$ cat config.mk
export PLATFORM = sky130hd
export DESIGN_NAME = xbar_rr_scheduler
export DESIGN_NICKNAME = d
export VERILOG_FILES = /design/src/rtl/xbar_rr_scheduler_pkg.sv /design/src/rtl/xbar_rr_scheduler_rr_arbiter.sv /design/src/rtl/xbar_rr_scheduler.sv
export SDC_FILE = /design/constraint.sdc
export NUM_CORES = 1
export LEC_CHECK = 0
export ABC_AREA = 1
export BUFFER_PORTS_ARGS = -buffer_cell sky130_fd_sc_hd__buf_4
export CORE_ASPECT_RATIO = 0.75
export CORE_MARGIN = 1.5
export CORE_UTILIZATION = 30
export DETAILED_ROUTE_END_ITERATION = 6
export PLACE_DENSITY_LB_ADDON = 0.05
export SYNTH_ARGS = -nofsm -noshare
export SYNTH_HDL_FRONTEND = slang
export SYNTH_HIERARCHICAL = 1
export SYNTH_SLANG_ARGS = --single-unit
export TNS_END_PERCENT = 50
$ cat constraint.sdc
create_clock -name clk -period 1.8 [get_ports clk]
set_input_delay 0.09 -clock clk [delete_from_list [all_inputs] [get_ports clk]]
set_output_delay 0.09 -clock clk [all_outputs]
set_load 0.1 [all_outputs]
$ cat src/rtl/xbar_rr_scheduler_pkg.sv
// Shared crossbar types: destination-index width helper, per-output lock state, route index type.
package xbar_pkg;

    function automatic int route_bits(input int n);
        return (n > 1) ? $clog2(n) : 1;
    endfunction

    typedef enum logic {XB_IDLE, XB_LOCKED} xb_state_e;

    localparam int XB_N_DEFAULT = 8;
    typedef logic [route_bits(XB_N_DEFAULT)-1:0] route_t;

endpackage

$ cat src/rtl/xbar_rr_scheduler_rr_arbiter.sv
// Combinational round-robin arbiter: grants the first requester at or after ptr, wrapping to 0.
module rr_arbiter
    import xbar_pkg::*;
#(
    parameter int  N  = 8,
    localparam int RB = route_bits(N)
) (
    input  logic [N-1:0]  req,
    input  logic [RB-1:0] ptr,
    output logic [N-1:0]  gnt,
    output logic [RB-1:0] gnt_idx,
    output logic          any
);

    logic [N-1:0] upper;
    logic [N-1:0] pick;

    for (genvar i = 0; i < N; i++) begin : g_mask
        assign upper[i] = req[i] && (RB'(i) >= ptr);
    end

    // Requests at or above ptr take priority; otherwise fall back to the lowest request (wrap).
    always_comb begin
        gnt     = '0;
        gnt_idx = '0;
        any     = |req;
        pick    = (|upper) ? upper : req;
        for (int i = N - 1; i >= 0; i--) begin
            if (pick[i]) gnt_idx = RB'(i);
        end
        if (any) gnt[gnt_idx] = 1'b1;
    end

endmodule

$ cat src/rtl/xbar_rr_scheduler.sv
// Per-output round-robin crossbar scheduler with packet locking and registered select rows.
// Optional XBAR_HOLD_TIMEOUT_EN adds a per-output stall counter that forces release.
module xbar_rr_scheduler
    import xbar_pkg::*;
#(
    parameter int  N          = 8,
    parameter int  HOLD_MAX   = 16,
    localparam int ROUTE_BITS = route_bits(N)
) (
    input  logic                  clk,
    input  logic                  rst,
    input  logic [N-1:0]          req_valid,
    input  logic [ROUTE_BITS-1:0] req_dest [N],
    input  logic [N-1:0]          req_last,
    output logic [N-1:0]          req_ready,
    output logic [N-1:0]          select_SE [N],
    output logic [N-1:0]          out_busy,
    output logic [N-1:0]          timeout
);

    if (N < 2) begin : g_bad_n
        $error("xbar_rr_scheduler: N must be >= 2");
    end
    if (HOLD_MAX < 1) begin : g_bad_hold
        $error("xbar_rr_scheduler: HOLD_MAX must be >= 1");
    end

    logic [N-1:0] locked;
    logic [N-1:0] own_oh [N];

    for (genvar j = 0; j < N; j++) begin : g_out
        localparam logic [ROUTE_BITS-1:0] J = ROUTE_BITS'(j);

        logic [N-1:0]          cand;
        logic [N-1:0]          gnt;
        logic [ROUTE_BITS-1:0] gnt_idx;
        logic                  any;

        xb_state_e             state, state_nxt;
        logic [ROUTE_BITS-1:0] owner, owner_nxt;
        logic [ROUTE_BITS-1:0] ptr, ptr_nxt;
        logic [N-1:0]          oh, oh_nxt;
        logic                  xfer;
        logic                  expire;

        for (genvar i = 0; i < N; i++) begin : g_cand
            assign cand[i] = req_valid[i] && (req_dest[i] == J);
        end

        rr_arbiter #(.N(N)) u_arb (
            .req     (cand),
            .ptr     (ptr),
            .gnt     (gnt),
            .gnt_idx (gnt_idx),
            .any     (any)
        );

        assign xfer = (state == XB_LOCKED) && req_valid[owner] && (req_dest[owner] == J);

`ifdef XBAR_HOLD_TIMEOUT_EN
        localparam int CW = route_bits(HOLD_MAX);
        logic [CW-1:0] cnt;
        logic          to_q;

        assign expire = (state == XB_LOCKED) && !xfer && (cnt == CW'(HOLD_MAX - 1));

        always_ff @(posedge clk) begin
            if (rst) begin
                cnt  <= '0;
                to_q <= 1'b0;
            end else begin
                to_q <= expire;
                if (state != XB_LOCKED || xfer || expire) cnt <= '0;
                else                                       cnt <= cnt + 1'b1;
            end
        end

        assign timeout[j] = to_q;
`else
        assign expire     = 1'b0;
        assign timeout[j] = 1'b0;
`endif

        always_comb begin
            state_nxt = state;
            owner_nxt = owner;
            oh_nxt    = oh;
            ptr_nxt   = ptr;
            case (state)
                XB_IDLE: begin
                    if (any) begin
                        state_nxt = XB_LOCKED;
                        owner_nxt = gnt_idx;
                        oh_nxt    = gnt;
                    end
                end
                XB_LOCKED: begin
                    if ((xfer && req_last[owner]) || expire) begin
                        state_nxt = XB_IDLE;
                        ptr_nxt   = (owner == ROUTE_BITS'(N - 1)) ? '0 : owner + 1'b1;
                    end
                end
            endcase
        end

        always_ff @(posedge clk) begin
            if (rst) begin
                state <= XB_IDLE;
                owner <= '0;
                oh    <= '0;
                ptr   <= '0;
            end else begin
                state <= state_nxt;
                owner <= owner_nxt;
                oh    <= oh_nxt;
                ptr   <= ptr_nxt;
            end
        end

        assign locked[j]    = (state == XB_LOCKED);
        assign own_oh[j]    = oh;
        assign out_busy[j]  = locked[j];
        assign select_SE[j] = locked[j] ? oh : '0;
    end

    // Ready only while the input still points at the output it owns.
    for (genvar i = 0; i < N; i++) begin : g_ready
        logic [N-1:0] hit;
        for (genvar j = 0; j < N; j++) begin : g_hit
            assign hit[j] = locked[j] && own_oh[j][i] && (req_dest[i] == ROUTE_BITS'(j));
        end
        assign req_ready[i] = |hit;
    end

endmodule
==> impl_metrics.csv, run 1 <==
group,metric,value,unit
cells_and_area,nets,2529,
sta,period_needed,1.90,ns
grt,grt_util_all_layers,27.6,%
place,gp_congestion,0.997,
cells_and_area,fin_cells,2940,
clock_network,cts_made_buffers,17,
setup_path,worstRegToRegCells,12,
clock_network,tritoncts,"done",
synth,ys.flop_type,"dfxtp_1",
cells_and_area,n_fill_cell,3590,
grt,grt_overflow_total,0,
sta,post-route-period-util,106,%
synth,async_flop_share,0,%
cells_and_area,drive_above_1_share,44.6,%
cells_and_area,final_util,51.5,%
sta,fmax,526,MHz
sta,finalSetupViolCount,33,
setup_path,crit_fanout,6,
cells_and_area,multi_input_area,0.00844,mm2
floorplan,num_rows,59,
floorplan,fp.dieW,220,um
floorplan,coreArea,0.0348,mm2
place,io_buffers,121,
sta,hold_violations,0,
synth,avgSynthCellArea,5.46,um2
flow_run,cap_violations,0,
routing,route.detailed.wl_per_inst,17.6,um
clock_network,cts_buffer_depth,2,
routing,drt_iter0_markers,1009,
cells_and_area,syn_to_final_growth,68.7,%
routing,drtPass1Iterations,5,
synth,ys_ff_latch,120,
sta,clock_skew,0.0132,ns
cells_and_area,seq_area,0.00251,mm2
grt,grt_pass1_vias,13200,
hold_path,hold_depth,8,
synth,ys_top_cells_by_count,"526 x nand2_1, 358 x nor2_1, 273 x inv_1, 180 x nand3_1, 120 x dfxtp_1",
routing,viasPerCell,4.87,
clock_network,clockRootBuffer,"clkbuf_16",
floorplan,pin_count,130,
setup_path,crit-reg2reg-capture,"g_out[0].owner[0]",
synth,ys_warn_count,6,
sta,hold_ws,0.232,ns
synth,synth_cell_type_count,38,
setup_path,worstSetupStartpointType,"flip-flop",
setup_path,crit_type,"flip-flop to flip-flop",
hold_path,min_from,"req_last[2]",
sta,rsz0062_at_grt,"yes",
grt,antenna_found_initial,0,
setup_path,arrival,2.22,ns
setup_path,required,2.12,ns
cells_and_area,n_antenna_cell,0,
floorplan,start_util,30.5,%
clock_network,htreeDepth,4,
power_and_ir_drop,p_per_area,681,mW/mm2
routing,postRouteAntennaNets,0,
setup_path,rr_startpoint,"g_out[0].ptr[2]",
synth,synth.top_cell.area_share,22.6,%
setup_path,crit_start,"g_out[0].ptr[2]",
grt,grt_start_max_net_pins,61,
synth,synthTopCellsByArea,"dfxtp_1 23%, nand2_1 19%, nor2_1 13%",
sta,slew_violations,0,
synth,synth_edf_count,0,
sta,setup_tns,-1.13,ns
power_and_ir_drop,max-vdd-ir-drop,618,uV
clock_network,clock_latency,0.46,ns
grt,grt_pass1_wl,76600,um
place,placed_cell_area,0.0151,mm2
hold_path,hp-class,"input pin to flip-flop",
synth,syn_area,0.0106,mm2
synth,netlist_instances,1946,
cells_and_area,final_area,0.0179,mm2
routing,drt-total-wl,51800,um
routing,num_vias,14300,
clock_network,path_clk_slew,0.06,ns
run_status,status,"finished, violations left",
power_and_ir_drop,power.leakage,9.17,nW
synth,ys_seq_area_share,22.6,%
setup_path,r2r_slack,-0.1,ns
clock_network,cts.sinks,120,
run_status,violations,"negative setup slack",
floorplan,die_h,166,um
sta,setup_ws,-0.0995,ns
routing,drc,0,
floorplan,dieArea,0.0366,mm2
synth,yosysTopAreaCell,"dfxtp_1",
place,dpl.cell_count,2875,
setup_path,worst_setup_path_end_kind,"flip-flop",
synth,post-synth-top-count-cell,"nand2_1",
hold_path,hold_end,"g_out[7].ptr[1]",
place,dp_hpwl,40800,um
==> how the worst max path moves through the flow <==
stage	slack, ns	cells past startpoint	endpoint
3_3_place_gp	-0.47	23	g_out[3].owner[0]
4_1_cts	-0.05	6	req_ready[1]
6_report	-0.1	12	g_out[0].owner[0]
5_1_grt	-0.19	13	g_out[0].oh[6]
2_1_floorplan	-0.05	5	req_ready[2]
3_5_place_dp	-0.48	22	g_out[3].oh[6]
==> final cells by class <==
class	instances	area share, %
Tap cell	457	3.19
Clock buffer	23	2.72
Sequential cell	120	14.0
Clock inverter	8	0.531
Timing Repair Buffer	573	26.2
Inverter	287	6.20
Multi-Input combinational cell	1472	47.1
==> where the power goes <==
part / switching [W] / internal, W
sequential: 0.000327 / 0.00295
clock: 0.00138 / 0.00216
combinational: 0.00342 / 0.00195
==> layer usage <==
layer | vias to the layer above | GRT usage, % | wire [um]
met4 | 0 | 6.12 | 839
met5 | - | 0 | 0
met1 | 6704 | 41.2 | 25300
li1 | 7171 | - | -
met2 | 382 | 39.9 | 22100
met3 | 47 | 6.03 | 3470
==> cells by family after synthesis <==
| group | after synthesis | share of synthesized area (%) |
|---|---|---|
| DFF | 120 | 22.6 |
| buffers and inverters | 361 | 14.3 |
| other | 1 | 0.0353 |
| adders and majority gates | 16 | 1.88 |
| AOI/OAI and AO/OA | 258 | 13.1 |
| and+or+nand+nor | 1190 | 48.1 |
==> registers in the layout, summed over array words and instances (netlist names) <==
name / count
g_out.oh: 64
g_out.owner: 24
g_out.ptr: 24
g_out.state: 8
==> worst max-delay path: stages (launching register included) <==
cell        delay (ns)
dfxtp_4           0.43
nand3_2           0.10
nand2_2           0.08
nand2_2           0.08
nor2_4            0.15
nand2_4           0.13
o21ai_4           0.19
buf_6             0.13
clkinvlp_4        0.14
nand2_4           0.14
inv_2             0.05
o21ai_2           0.11
a21oi_1           0.04
==> per-stage QoR <==
step / worst slack (ns) / power, W
6_report: -0.0995 / 0.0122
5_1_grt: -0.187 / 0.0129
4_1_cts: -0.0521 / 0.0118
3_5_place_dp: -0.484 / 0.00793
3_3_place_gp: -0.473 / 0.00792
2_1_floorplan: -0.0452 / 0.00612
==> cells in the final DEF, fill, tap and decap left out, types with 7 or more instances in the layout <==
cell type,netlist,final
o21ai_2,9,26
clkinvlp_4,0,7
o21ai_0,114,96
dfxtp_2,0,8
o22ai_2,0,8
a21oi_1,73,62
nand3_2,3,23
nand2_4,8,57
inv_1,273,233
nor2_1,358,307
nand2_1,526,332
o21ai_1,26,14
nor4_1,15,15
dfxtp_1,120,87
buf_12,0,26
a21oi_2,1,12
buf_6,7,19
nand2_2,19,160
nand4_1,22,22
nor2_2,35,39
inv_2,13,43
ha_1,16,16
nor3_2,7,7
nor2_4,4,51
o22ai_1,27,17
nand3_1,180,155
clkbuf_16,0,17
o21ai_4,0,13
conb_1,1,8
buf_4,22,527
dfxtp_4,0,25
==> what timing repair did <==
action,CTS,global route
endpoints found under the setup margin,93,94
buffers inserted,18,16
resized for setup,227,379
pin swaps,57,219
hold buffers,1,0
hold endpoints to repair,12,0
Note: power is estimated with default switching activity, not from simulation.
==> run 2: changes to the inputs <==
--- a/config.mk
+++ b/config.mk
@@ -8,10 +8,10 @@
 export ABC_AREA = 1
 export BUFFER_PORTS_ARGS = -buffer_cell sky130_fd_sc_hd__buf_4
 export CORE_ASPECT_RATIO = 0.75
-export CORE_MARGIN = 1.5
+export CORE_MARGIN = 3
 export CORE_UTILIZATION = 30
 export DETAILED_ROUTE_END_ITERATION = 6
-export PLACE_DENSITY_LB_ADDON = 0.05
+export REMOVE_ABC_BUFFERS = 1
 export SYNTH_ARGS = -nofsm -noshare
 export SYNTH_HDL_FRONTEND = slang
 export SYNTH_HIERARCHICAL = 1
==> run 2 against run 1 <==
The run still ends with negative setup slack left. Via count rose by 2.2%. Register-to-register slack about the same. Sequential power barely moved. Utilization fell by 1.2 points. Flip-flop and latch count unchanged. Hold slack improved by 0.063 ns. Combinational power is 2% lower. Non-clock buffer count did not move. Design area decreased by 2.3%. Clock skew decreased by 0.0059 ns. Critical path type unchanged.
==> impl_metrics.csv, run 2 (synthesis gave the netlist of run 1 again) <==
group,metric,value,unit
sta,post-route-period-util,105,%
setup_path,max_stage_delay,0.42,ns
setup_path,crit_fanout,6,
power_and_ir_drop,p_per_area,685,mW/mm2
cells_and_area,reg_top3,"g_out.oh (64), g_out.owner (24), g_out.ptr (24)",
routing,drt_iter0_markers,1224,
cells_and_area,final_util,50.3,%
place,gp_congestion,1.05,
grt,grt_start_max_net_pins,57,
run_status,violations,"negative setup slack",
place,placed_cell_area,0.0150,mm2
floorplan,num_rows,59,
cells_and_area,final_common_cell,"buf_4",
sta,maxSlewHeadroom,65.5,%
flow_run,cap_violations,0,
hold_path,hp-class,"input pin to flip-flop",
clock_network,cts.sinks,120,
sta,hold_violations,0,
run_status,status,"finished, violations left",
grt,grt_overflow_total,0,
clock_network,clock_latency,0.45,ns
routing,num_vias,14600,
sta,period_needed,1.90,ns
floorplan,dieArea,0.0377,mm2
sta,rsz0062_at_grt,"yes",
setup_path,crit_buf_inv,1,
power_and_ir_drop,max-vdd-ir-drop,640,uV
grt,grt-busiest-layer,"met2",
grt,grt_pass1_wl,76700,um
grt,grt_use_met2,39.7,%
cells_and_area,largest_reg_flops,64,
sta,slew_violations,0,
setup_path,worst_path_max_delay_cell,"dfxtp_4",
clock_network,clockRootBuffer,"clkbuf_16",
setup_path,endpoint,"g_out[5].owner[2]",
setup_path,r2r_slack,-0.1,ns
grt,grt_use_met1,37.6,%
floorplan,fp.dieW,223,um
setup_path,crit_start,"g_out[5].ptr[2]",
grt,use_met3,6.22,%
setup_path,path_delay_family,"simple AND/OR/NAND/NOR gates",
grt,antenna_found_initial,2,
cells_and_area,nets,2529,
setup_path,arrival,2.23,ns
sta,hold_ws,0.295,ns
routing,route.detailed.wl_per_inst,17.9,um
routing,drt-total-wl,52700,um
clock_network,cts_buffer_depth,2,
sta,finalSetupViolCount,31,
sta,setup_ws,-0.0977,ns
floorplan,start_util,30.5,%
grt,grt_util_all_layers,26.5,%
cells_and_area,n_antenna_cell,0,
setup_path,worstSetupStartpointType,"flip-flop",
setup_path,worstRegToRegCells,12,
floorplan,die_h,169,um
routing,drtPass1Iterations,6,
routing,postRouteAntennaNets,0,
power_and_ir_drop,report.power.total,0.0120,W
setup_path,path_cells,"nand2_4 > nand2_2 > nand2_2 > nor2_4 > nand2_4 > o21ai_2 > nor2_1 > nand2_2 > nor2_4 > buf_4 > o21ai_0 > a21oi_1",
clock_network,path_clk_slew,0.06,ns
sta,clock_skew,0.00726,ns
floorplan,coreArea,0.0348,mm2
routing,drc,0,
setup_path,rr_startpoint,"g_out[5].ptr[2]",
setup_path,worst_setup_path_end_kind,"flip-flop",
setup_path,crit_type,"flip-flop to flip-flop",
place,io_buffers,121,
cells_and_area,drive_above_1_share,42.9,%
power_and_ir_drop,power.leakage,9.04,nW
setup_path,crit-reg2reg-capture,"g_out[5].owner[2]",
place,dp_hpwl,41100,um
cells_and_area,syn_to_final_growth,64.7,%
setup_path,cpMostUsedCell,"nand2_2",
grt,grt_pass1_vias,13400,
clock_network,tritoncts,"done",
clock_network,htreeDepth,4,
setup_path,crit_cells,12,
clock_network,cts_made_buffers,17,
sta,fmax,527,MHz
setup_path,required,2.14,ns
cells_and_area,final_cell_mix,"537 x buf_4, 355 x nand2_1, 311 x nor2_1",
cells_and_area,largest_register,"g_out.oh",
sta,worstMarginPinSlew,0.513,ns
cells_and_area,final_area,0.0175,mm2
floorplan,pin_count,130,
sta,setup_tns,-1.03,ns
routing,viasPerCell,4.97,
run 2: how the worst min path moves through the flow:
stage | depth (start not counted) | to | slack, ns | from
2_1_floorplan | 1 | g_out[0].ptr[2] | 0.16 | rst
3_3_place_gp | 2 | g_out[5].ptr[2] | 0.47 | rst
3_5_place_dp | 2 | g_out[5].ptr[1] | 0.48 | rst
4_1_cts | 8 | g_out[7].ptr[2] | 0.26 | req_last[2]
5_1_grt | 8 | g_out[7].ptr[1] | 0.34 | req_last[2]
6_report | 8 | g_out[7].ptr[2] | 0.29 | req_last[2]
run 2: routing by layer:
layer,vias up,part of all wire (%)
met4,4,2.7
met1,6771,46
met2,568,43
li1,7184,-
met5,-,0.064
met3,90,8.0
run 2: worst reg2reg max path: cells and delay by family (launching register included):
kind / cells / cell delay [ns]
AO/OA/AOI/OAI: 3 / 0.47
buffers and inverters: 1 / 0.12
flip-flops: 1 / 0.42
AND/OR/NAND/NOR: 8 / 0.79
run 2: area by class of cell:
class	count	area, um2
inverter	287	1090
tap	457	572
timing repair buffer	573	4600
clock buffer	22	464
multi-input combinational	1472	8170
fill	3529	17300
sequential	120	2500
clock inverter	9	100
run 2: metrics by stage:
| step | worst slack [ns] | std cells |
|---|---|---|
| after floorplan | -1.24 | 1879 |
| after global routing | -0.223 | 2940 |
| after global placement | -0.535 | 2872 |
| after CTS | -0.0612 | 2915 |
| final | -0.0977 | 2940 |
| after detailed placement | -0.516 | 2872 |
run 2: repair_timing:
action	4_1_cts	5_1_grt
resized for setup	182	345
pin swaps	49	174
setup endpoints to repair	88	92
hold endpoints to repair	1	0
hold buffers	1	0
buffers inserted	12	25
gates cloned	0	0
run 2: where the power goes:
part	leakage [nW]	internal [W]	switching (W)
logic	7.76	0.00186	0.00340
clock network	0.276	0.00209	0.00138
registers	1.01	0.00296	0.000313
total	9.04	0.00690	0.00509
